### src/rtl/pipe_hazard_ctrl.sv
// Pipeline hazard sequencer: load-use stalls, branch flushes, vector memory waits.
// Optional HAZARD_STATS_EN adds saturating stall/flush event counters.
module pipe_hazard_ctrl #(
    parameter int unsigned LOAD_DELAY  = 1,
    parameter int unsigned BR_PENALTY  = 2,
    parameter int unsigned VEC_TIMEOUT = 64
) (
    input  logic       clk,
    input  logic       rst,
    input  logic [3:0] id_rp,
    input  logic [3:0] id_rs,
    input  logic       id_use_rp,
    input  logic       id_use_rs,
    input  logic [3:0] ex_rg,
    input  logic       ex_load,
    input  logic       ex_taken,
    input  logic       ex_vec_mem,
    input  logic       vec_done,
    output logic       sel_sto,
    output logic       stall_pc,
    output logic       stall_if_id,
    output logic       flush_if_id,
    output logic       bubble_ex,
    output logic       vec_start,
    output logic       vec_err,
    output logic [1:0] state_o
`ifdef HAZARD_STATS_EN
    ,
    output logic [15:0] stat_stall,
    output logic [15:0] stat_flush
`endif
);

    typedef enum logic [1:0] {
        RUN    = 2'd0,
        LSTALL = 2'd1,
        FLUSH  = 2'd2,
        VWAIT  = 2'd3
    } state_t;

    localparam logic [7:0] LD_M1 = 8'(LOAD_DELAY - 1);
    localparam logic [7:0] BP_M1 = 8'(BR_PENALTY - 1);
    localparam logic [7:0] TO_M1 = 8'(VEC_TIMEOUT - 1);

    state_t     state_q, state_d;
    logic [7:0] cnt_q, cnt_d;
    logic       err_q, err_set;
    logic       hz;
    logic       sel_c, stall_c, flush_c, bubble_c, start_c;

    assign hz = ex_load & ((id_use_rp & (id_rp == ex_rg)) |
                           (id_use_rs & (id_rs == ex_rg)));

    always_comb begin
        state_d  = state_q;
        cnt_d    = cnt_q;
        err_set  = 1'b0;
        sel_c    = 1'b0;
        stall_c  = 1'b0;
        flush_c  = 1'b0;
        bubble_c = 1'b0;
        start_c  = 1'b0;
        unique case (state_q)
            RUN: begin
                if (ex_taken) begin
                    sel_c   = 1'b1;
                    flush_c = 1'b1;
                    if (BR_PENALTY > 1) begin
                        state_d = FLUSH;
                        cnt_d   = BP_M1;
                    end
                end else if (ex_vec_mem) begin
                    start_c = 1'b1;
                    stall_c = 1'b1;
                    // a single-cycle op finishing with its own start never waits
                    if (!vec_done) begin
                        state_d = VWAIT;
                        cnt_d   = 8'd0;
                    end
                end else if (hz) begin
                    stall_c  = 1'b1;
                    bubble_c = 1'b1;
                    if (LOAD_DELAY > 1) begin
                        state_d = LSTALL;
                        cnt_d   = LD_M1;
                    end
                end
            end
            LSTALL: begin
                stall_c  = 1'b1;
                bubble_c = 1'b1;
                cnt_d    = cnt_q - 8'd1;
                if (cnt_q <= 8'd1) begin
                    state_d = RUN;
                    cnt_d   = 8'd0;
                end
            end
            FLUSH: begin
                flush_c  = 1'b1;
                bubble_c = 1'b1;
                cnt_d    = cnt_q - 8'd1;
                if (cnt_q <= 8'd1) begin
                    state_d = RUN;
                    cnt_d   = 8'd0;
                end
            end
            VWAIT: begin
                stall_c  = 1'b1;
                bubble_c = 1'b1;
                cnt_d    = (cnt_q == 8'hFF) ? cnt_q : cnt_q + 8'd1;
                if (vec_done) begin
                    state_d = RUN;
                    cnt_d   = 8'd0;
                end else if (cnt_q >= TO_M1) begin
                    err_set = 1'b1;
                    state_d = RUN;
                    cnt_d   = 8'd0;
                end
            end
            default: begin
                state_d = RUN;
                cnt_d   = 8'd0;
            end
        endcase
    end

    always_ff @(posedge clk or posedge rst) begin
        if (rst) begin
            state_q <= RUN;
            cnt_q   <= 8'd0;
            err_q   <= 1'b0;
        end else begin
            state_q <= state_d;
            cnt_q   <= cnt_d;
            if (err_set)
                err_q <= 1'b1;
        end
    end

    // Mealy outputs are forced low while reset is held
    assign sel_sto     = sel_c & ~rst;
    assign stall_pc    = stall_c & ~rst;
    assign stall_if_id = stall_c & ~rst;
    assign flush_if_id = flush_c & ~rst;
    assign bubble_ex   = bubble_c & ~rst;
    assign vec_start   = start_c & ~rst;
    assign vec_err     = err_q;
    assign state_o     = state_q;

`ifdef HAZARD_STATS_EN
    logic [15:0] sstall_q, sflush_q;
    logic        stall_ev, flush_ev;

    assign stall_ev = (state_q == LSTALL) | (state_q == VWAIT);
    assign flush_ev = (state_q == RUN) & ex_taken;

    always_ff @(posedge clk or posedge rst) begin
        if (rst) begin
            sstall_q <= 16'd0;
            sflush_q <= 16'd0;
        end else begin
            if (stall_ev && sstall_q != 16'hFFFF)
                sstall_q <= sstall_q + 16'd1;
            if (flush_ev && sflush_q != 16'hFFFF)
                sflush_q <= sflush_q + 16'd1;
        end
    end

    assign stat_stall = sstall_q;
    assign stat_flush = sflush_q;
`endif

endmodule

### config.mk
export PLATFORM = sky130hd
export DESIGN_NAME = pipe_hazard_ctrl
export DESIGN_NICKNAME = d
export VERILOG_FILES = /design/src/rtl/pipe_hazard_ctrl.sv
export SDC_FILE = /design/constraint.sdc
export NUM_CORES = 1
export LEC_CHECK = 0
export BUFFER_PORTS_ARGS = -buffer_cell sky130_fd_sc_hd__buf_2
export CAP_MARGIN = 10
export CORE_MARGIN = 5
export CORE_UTILIZATION = 47
export DETAILED_ROUTE_END_ITERATION = 6
export PLACE_DENSITY = 0.76
export RECOVER_POWER = 50
export SYNTH_ARGS = -nofsm -noshare
export SYNTH_HDL_FRONTEND = slang
export SYNTH_SLANG_ARGS = --single-unit
### constraint.sdc
create_clock -name clk -period 1.9 [get_ports clk]
set_clock_uncertainty 0.05 [all_clocks]
set_input_delay 0 -clock clk [delete_from_list [all_inputs] [get_ports clk]]
set_output_delay 0 -clock clk [all_outputs]
set_load 0.03 [all_outputs]
Word-level counts from Yosys, hierarchy flattened
Index checks and enable logic that the tools add are counted.
{"block": "totals", "memories": 0, "ff_bits": 11, "mem_bits_rw": 0, "word_cells": 65, "latch_bits": 0, "mem_bits_ro": 0}
{"block": "classes", "addsub": 2, "n_eq_ne": 11, "n_mul": 0, "bitwise": 10, "muxes": 31, "order_cmp": 2, "shift": 0, "div": 0, "n_reduce_logical": 6}
{"op": "$mux 8", "count": 7}
{"op": "$pmux 8 s3", "count": 1}
{"op": "$mux 1", "count": 13}
{"op": "$mux 2", "count": 6}
{"op": "$ne 3x3->1 const B", "count": 3}
{"op": "$add 8x1->8 const B", "count": 1}
{"op": "$and 1x1->1", "count": 8}
{"op": "$eq 4x4->1", "count": 2}
{"op": "$eq 8x8->1 const B", "count": 1}
{"op": "$ge 8x6->1 const B", "count": 1}
{"op": "$le 8x1->1 const B", "count": 1}
{"op": "$sub 8x1->8 const B", "count": 1}
{"op": "$pmux 1 s2", "count": 3}
{"op": "$pmux 2 s3", "count": 1}
{"op": "$eq 2x2->1 const B", "count": 2}
{"op": "$ne 4x4->1 const B", "count": 1}
{"op": "$reduce_and 4->1", "count": 1}
{"op": "$reduce_or 2->1", "count": 2}
{"op": "$reduce_and 3->1", "count": 1}
{"op": "$reduce_or 3->1", "count": 1}
{"op": "$eq 2x1->1 const B", "count": 1}
{"op": "$logic_not 2->1", "count": 1}
{"op": "$ne 2x1->1 const B", "count": 1}
{"op": "$not 1->1", "count": 1}
{"op": "$or 1x1->1", "count": 1}

Longest topological paths before layout
{"block": "depth", "depth_word": 9, "ltp_mapped": 7, "ltp_nobuf": 7}

Least setup slack after synthesis
No wires, ideal clock.
{"block": "synth_timing", "kind": "reg-to-output", "start": "register state_q[0], in the netlist state_o[0]", "end": "output port stall_pc", "path_stages_with_launch": 7, "n_path_buf": 1, "path_slack_ns": -1.251, "arrival_ns": 3.101, "path_cell_list": "dfrtp_1 -> inv_1 -> ha_1 -> and2b_1 -> nor3_1 -> a2111oi_0 -> buf_4"}
{"block": "synth_via", "elab_chain_cells": 4, "word_cells_on_any_way": 6}
{"element": "start: declaration", "line": "45", "source": "state_t state_q, state_d;"}
{"element": "start signal: assignment", "line": "133", "source": "state_q <= state_d;"}
{"element": "$eq 2x2->1 or $eq 2x1->1 (tied branches)", "line": "63", "source": "unique case (state_q)"}
{"element": "$reduce_or 2->1 (no source line)"}
{"element": "$pmux 1 s2 (*)", "line": "63"}
{"element": "$and 1x1->1 (*)"}
{"element": "end: declaration", "line": "20", "source": "output logic stall_pc,"}
Every way passes the cells marked *; elsewhere a longest branch is shown, timed or not.

Worst setup path in the final report
{"block": "layout_timing", "start": "register state_q[0], in the netlist state_o[0]", "end": "register cnt_q[3]"}
{"block": "layout_via", "elab_chain_cells": 3, "word_cells_on_any_way": 10}
{"element": "$eq 2x2->1 (tied with other cells)", "line": "63"}
{"element": "$ne 4x4->1 (no source line) (tied with other cells)"}
{"element": "$reduce_and 3->1 (no source line) or $pmux 8 s3 (tied branches)"}
{"element": "end signal: assignment", "line": "134", "source": "cnt_q <= cnt_d;"}
{"element": "end: declaration", "line": "46", "source": "logic [7:0] cnt_q, cnt_d;"}
Parallel ways exist; a longest one is shown, timed or not.
A chain may end at the register's enable or synchronous reset.

==> results.md <==
- status: complete, but fails checks
- failing checks: setup timing
- power share of the combinational group: 78.2%
- power density cells: 1839 mW/mm^2
- routed wire length: 3374 um
- Critical Path Sink: cnt_q[3]
- main flop type after synthesis: sky130_fd_sc_hd__dfrtp_1
- cell breakdown of the critical path: inv_4 -> ha_4 -> or2b_1 -> or3_4 -> o32ai_2 -> o22a_2
- number of placement rows: 17
- Port Buffers: 28
- first-pass GRT wire length: 5471 um
- Crit. End Element: register
- Inserted Clock Buffers: 3
- Post-synth ARST share: 100.0%
- net load switching power: 1388 uW
- nature of the critical path startpoint: register
- CP arrival: 2.11 ns
- die outline area: 0.003340 mm^2
- # clock sinks: 11
- dpl hpwl: 2533 um
- post-route standard cell area excluding fillers: 0.001569 mm^2
- static leakage: 0.0007170 uW
- Die Height: 57.79 um
- clock transition at the registers of the reported paths: 0.08 ns
- Internal Power: 1498 uW
- number of synthesis warnings: 0
- CP Max Fanout: 5
- Power Total: 2886 uW
- non-filler cells in the finished layout: 206
- largest net degree at the start of global routing: 13
- global-route usage over all layers: 21.04%
- highest achievable clock rate: 0.5189 GHz
- Pre-antenna DRT Iters: 4
- aggregate negative setup slack: -0.02866 ns
- Setup crit start: state_o[0]
- max-cap check violation count: 0
- ratio of cells with drive above 1 in the final layout: 47.75%
- average wire per standard cell: 16.38 um
- top-level I/O count: 29
- Core Area: 0.002191 mm^2
- peak supply drop: 0.001384 V
- maximum buffer depth of the clock tree: 2
- number of DRC violations after detailed routing: 0
- buffer cell driving the clock tree root: sky130_fd_sc_hd__clkbuf_4
- number of distinct library cells after synthesis: 48
- routability congestion estimate from global placement: 0.8719
- proportion of total power due to net switching: 48.11%
- min setup slack post-route: -0.02708 ns
- crit path kind: reg -> reg
- total via count after detailed routing: 1199
- count of flip-flops with a built-in enable after synthesis: 0
- number of vias per cell after detailed routing: 5.820
- sequential cell area fraction in the yosys report: 25.64%
- placed insts: 196
- netlist area before placement: 0.001074 mm^2
- type of the worst min-delay path: in -> reg
- count of endpoints failing hold in the final timing report: 0
- worst max-slew margin expressed relative to the limit: 72.99%
- register share of total power: 15.8%
- Slew @ Worst Pin: 0.4021 ns
- count of state elements after synthesis: 11
- die width: 57.79 um
- first-iteration detailed-routing DRC count: 54
- slowest stage cell on the critical path: sky130_fd_sc_hd__or3_4
- Final Critical Period: 1.927 ns
- critical register-to-register path endpoint: cnt_q[3]
- mean instance size in the synthesized netlist: 8.946 um^2
- clock tree from TritonCTS: yes
- worst reg2reg path startpoint: state_o[0]
- R2R depth: 6
- H-tree Lvls: 1
- final net count: 208
- required time of the worst setup path: 2.08 ns
- layout overhead on the synthesized area: 46.15%
- Max stage delay on crit path: 0.42 ns
- relative contribution of the clock network to total power: 6.0%
- starting density of the core: 49.00%
- number of instances in the synthesized netlist: 120
- max-slew violation total from the final report: 0
- placed inst area: 0.001440 mm^2
- count of nets left with antenna violations after detail routing: 0
- clock latency reported for the late side of the worst-skew pair: 0.28 ns
- number of global-route vias before repair: 1190
- reg-to-reg slack, setup: -0.03 ns
- setup violation total in the final timing report: 3
- unrepaired setup endpoints after global routing: true
- antenna violations before repair: 0
- remaining global-route overflow: 0
- Tcrit/Tclk final: 101.4%
- Antenna Diode Count: 0
- Post-Synthesis Net Count: 149
[worst max-delay path, delay by kind of cell (launching register included)]
kind	cells	cell delay [ns]
buffers and inverters	1	0.06
adder cells (fa/ha/maj)	1	0.26
AO/OA/AOI/OAI	2	0.43
flip-flops	1	0.41
AND/OR/NAND/NOR	2	0.68
[final cells by class]
type | count | area, um^2
Sequential cell | 11 | 277.8
Fill cell | 152 | 621.8
Tap cell | 28 | 35.03
Clock buffer | 4 | 26.28
Inverter | 8 | 35.03
Multi-Input combinational cell | 98 | 829.5
Timing Repair Buffer | 57 | 365.4
[layer usage]
layer  share of wire [%]  vias up  global-route usage (%)
met5                   0        -                       0
met3                 9.6        8                   4.677
met2                  50       62                   37.42
met4                 2.4        0                   7.947
li1                    -      560                       -
met1                  38      569                   24.39
[synthesized netlist by cell type (2+ instances only)]
cell                       instances  area (um^2)
sky130_fd_sc_hd__o21ai_0           5        25.02
sky130_fd_sc_hd__and3_1            2        12.51
sky130_fd_sc_hd__nor4_1            4        25.02
sky130_fd_sc_hd__o22a_1            2        17.52
sky130_fd_sc_hd__o22ai_1           3        18.77
sky130_fd_sc_hd__nand2_1           7        26.28
sky130_fd_sc_hd__nor3_1            4        20.02
sky130_fd_sc_hd__a21oi_1           4        20.02
sky130_fd_sc_hd__dfrtp_1          11        275.3
sky130_fd_sc_hd__nor2b_1           2        12.51
sky130_fd_sc_hd__nand2b_1          2        12.51
sky130_fd_sc_hd__nand3_1           3        15.01
sky130_fd_sc_hd__xnor2_1           2        17.52
sky130_fd_sc_hd__inv_1             8        30.03
sky130_fd_sc_hd__nor2_1           10        37.54
sky130_fd_sc_hd__xor2_1            7        61.31
sky130_fd_sc_hd__buf_6             2        22.52
sky130_fd_sc_hd__o211ai_1          2        15.01
sky130_fd_sc_hd__o31ai_1           3        22.52
sky130_fd_sc_hd__ha_1              9        112.6
[worst min path at each step]
stage,cells after the start,endpoint,slack [ns],from
final,3,cnt_q[0],0.06,ex_taken
after global routing,3,cnt_q[0],0.12,ex_taken
after CTS,3,cnt_q[0],0.05,ex_taken
after detailed placement,3,cnt_q[1],0.03,rst
after global placement,3,cnt_q[1],0.009,rst
after floorplan,1,cnt_q[0],-0.19,rst
[kinds of logic after synthesis]
family	share of synthesized area [%]
simple gates	25.06
fa+ha+maj	10.49
mux	0.9324
flops	25.64
xor+xnor	7.343
compound gates	24.94
buf+inv	5.595
[registers in the layout (all words and copies together) (netlist names)]
signal,flops
cnt_q,8
state_o,2
vec_err,1
[power by group through the flow]
stage	combinational, uW	sequential (uW)	clock, uW
6_report	2260	455	174
5_1_grt	2430	472	189
3_5_place_dp	2010	442	0
2_1_floorplan	1280	512	0
4_1_cts	2040	443	174
3_3_place_gp	1930	433	0
[cells in the final DEF, fill, tap and decap left out, types with 4 or more instances in the layout]
master                      n
sky130_fd_sc_hd__dfrtp_1    9
sky130_fd_sc_hd__nand2_1    7
sky130_fd_sc_hd__clkbuf_1   4
sky130_fd_sc_hd__xor2_1     7
sky130_fd_sc_hd__nor2_1     9
sky130_fd_sc_hd__ha_1       5
sky130_fd_sc_hd__nor3_1     4
sky130_fd_sc_hd__a21oi_1    4
sky130_fd_sc_hd__buf_4     29
sky130_fd_sc_hd__inv_1      5
sky130_fd_sc_hd__buf_2     23
[stage by stage]
step	utilization, %	worst slack, ns	hold WS [ns]
final	71.62	-0.02708	0.06431
after global routing	71.62	-0.09268	0.1186
after CTS	67.90	0.01559	0.05000
after detailed placement	65.73	-0.001330	0.02996
after global placement	65.73	0.02646	0.009377
after floorplan	-	-0.1235	-0.1872
[what timing repair did]
| item | in CTS | in global routing |
|---|---|---|
| hold buffers | 1 | 0 |
| gates resized for setup | 2 | 16 |
| pin swaps | 1 | 3 |
| buffers inserted | 0 | 5 |
| endpoints found under the hold margin | 11 | 0 |
| setup endpoints to repair | 4 | 9 |
Note: power is estimated with default switching activity, not from simulation.
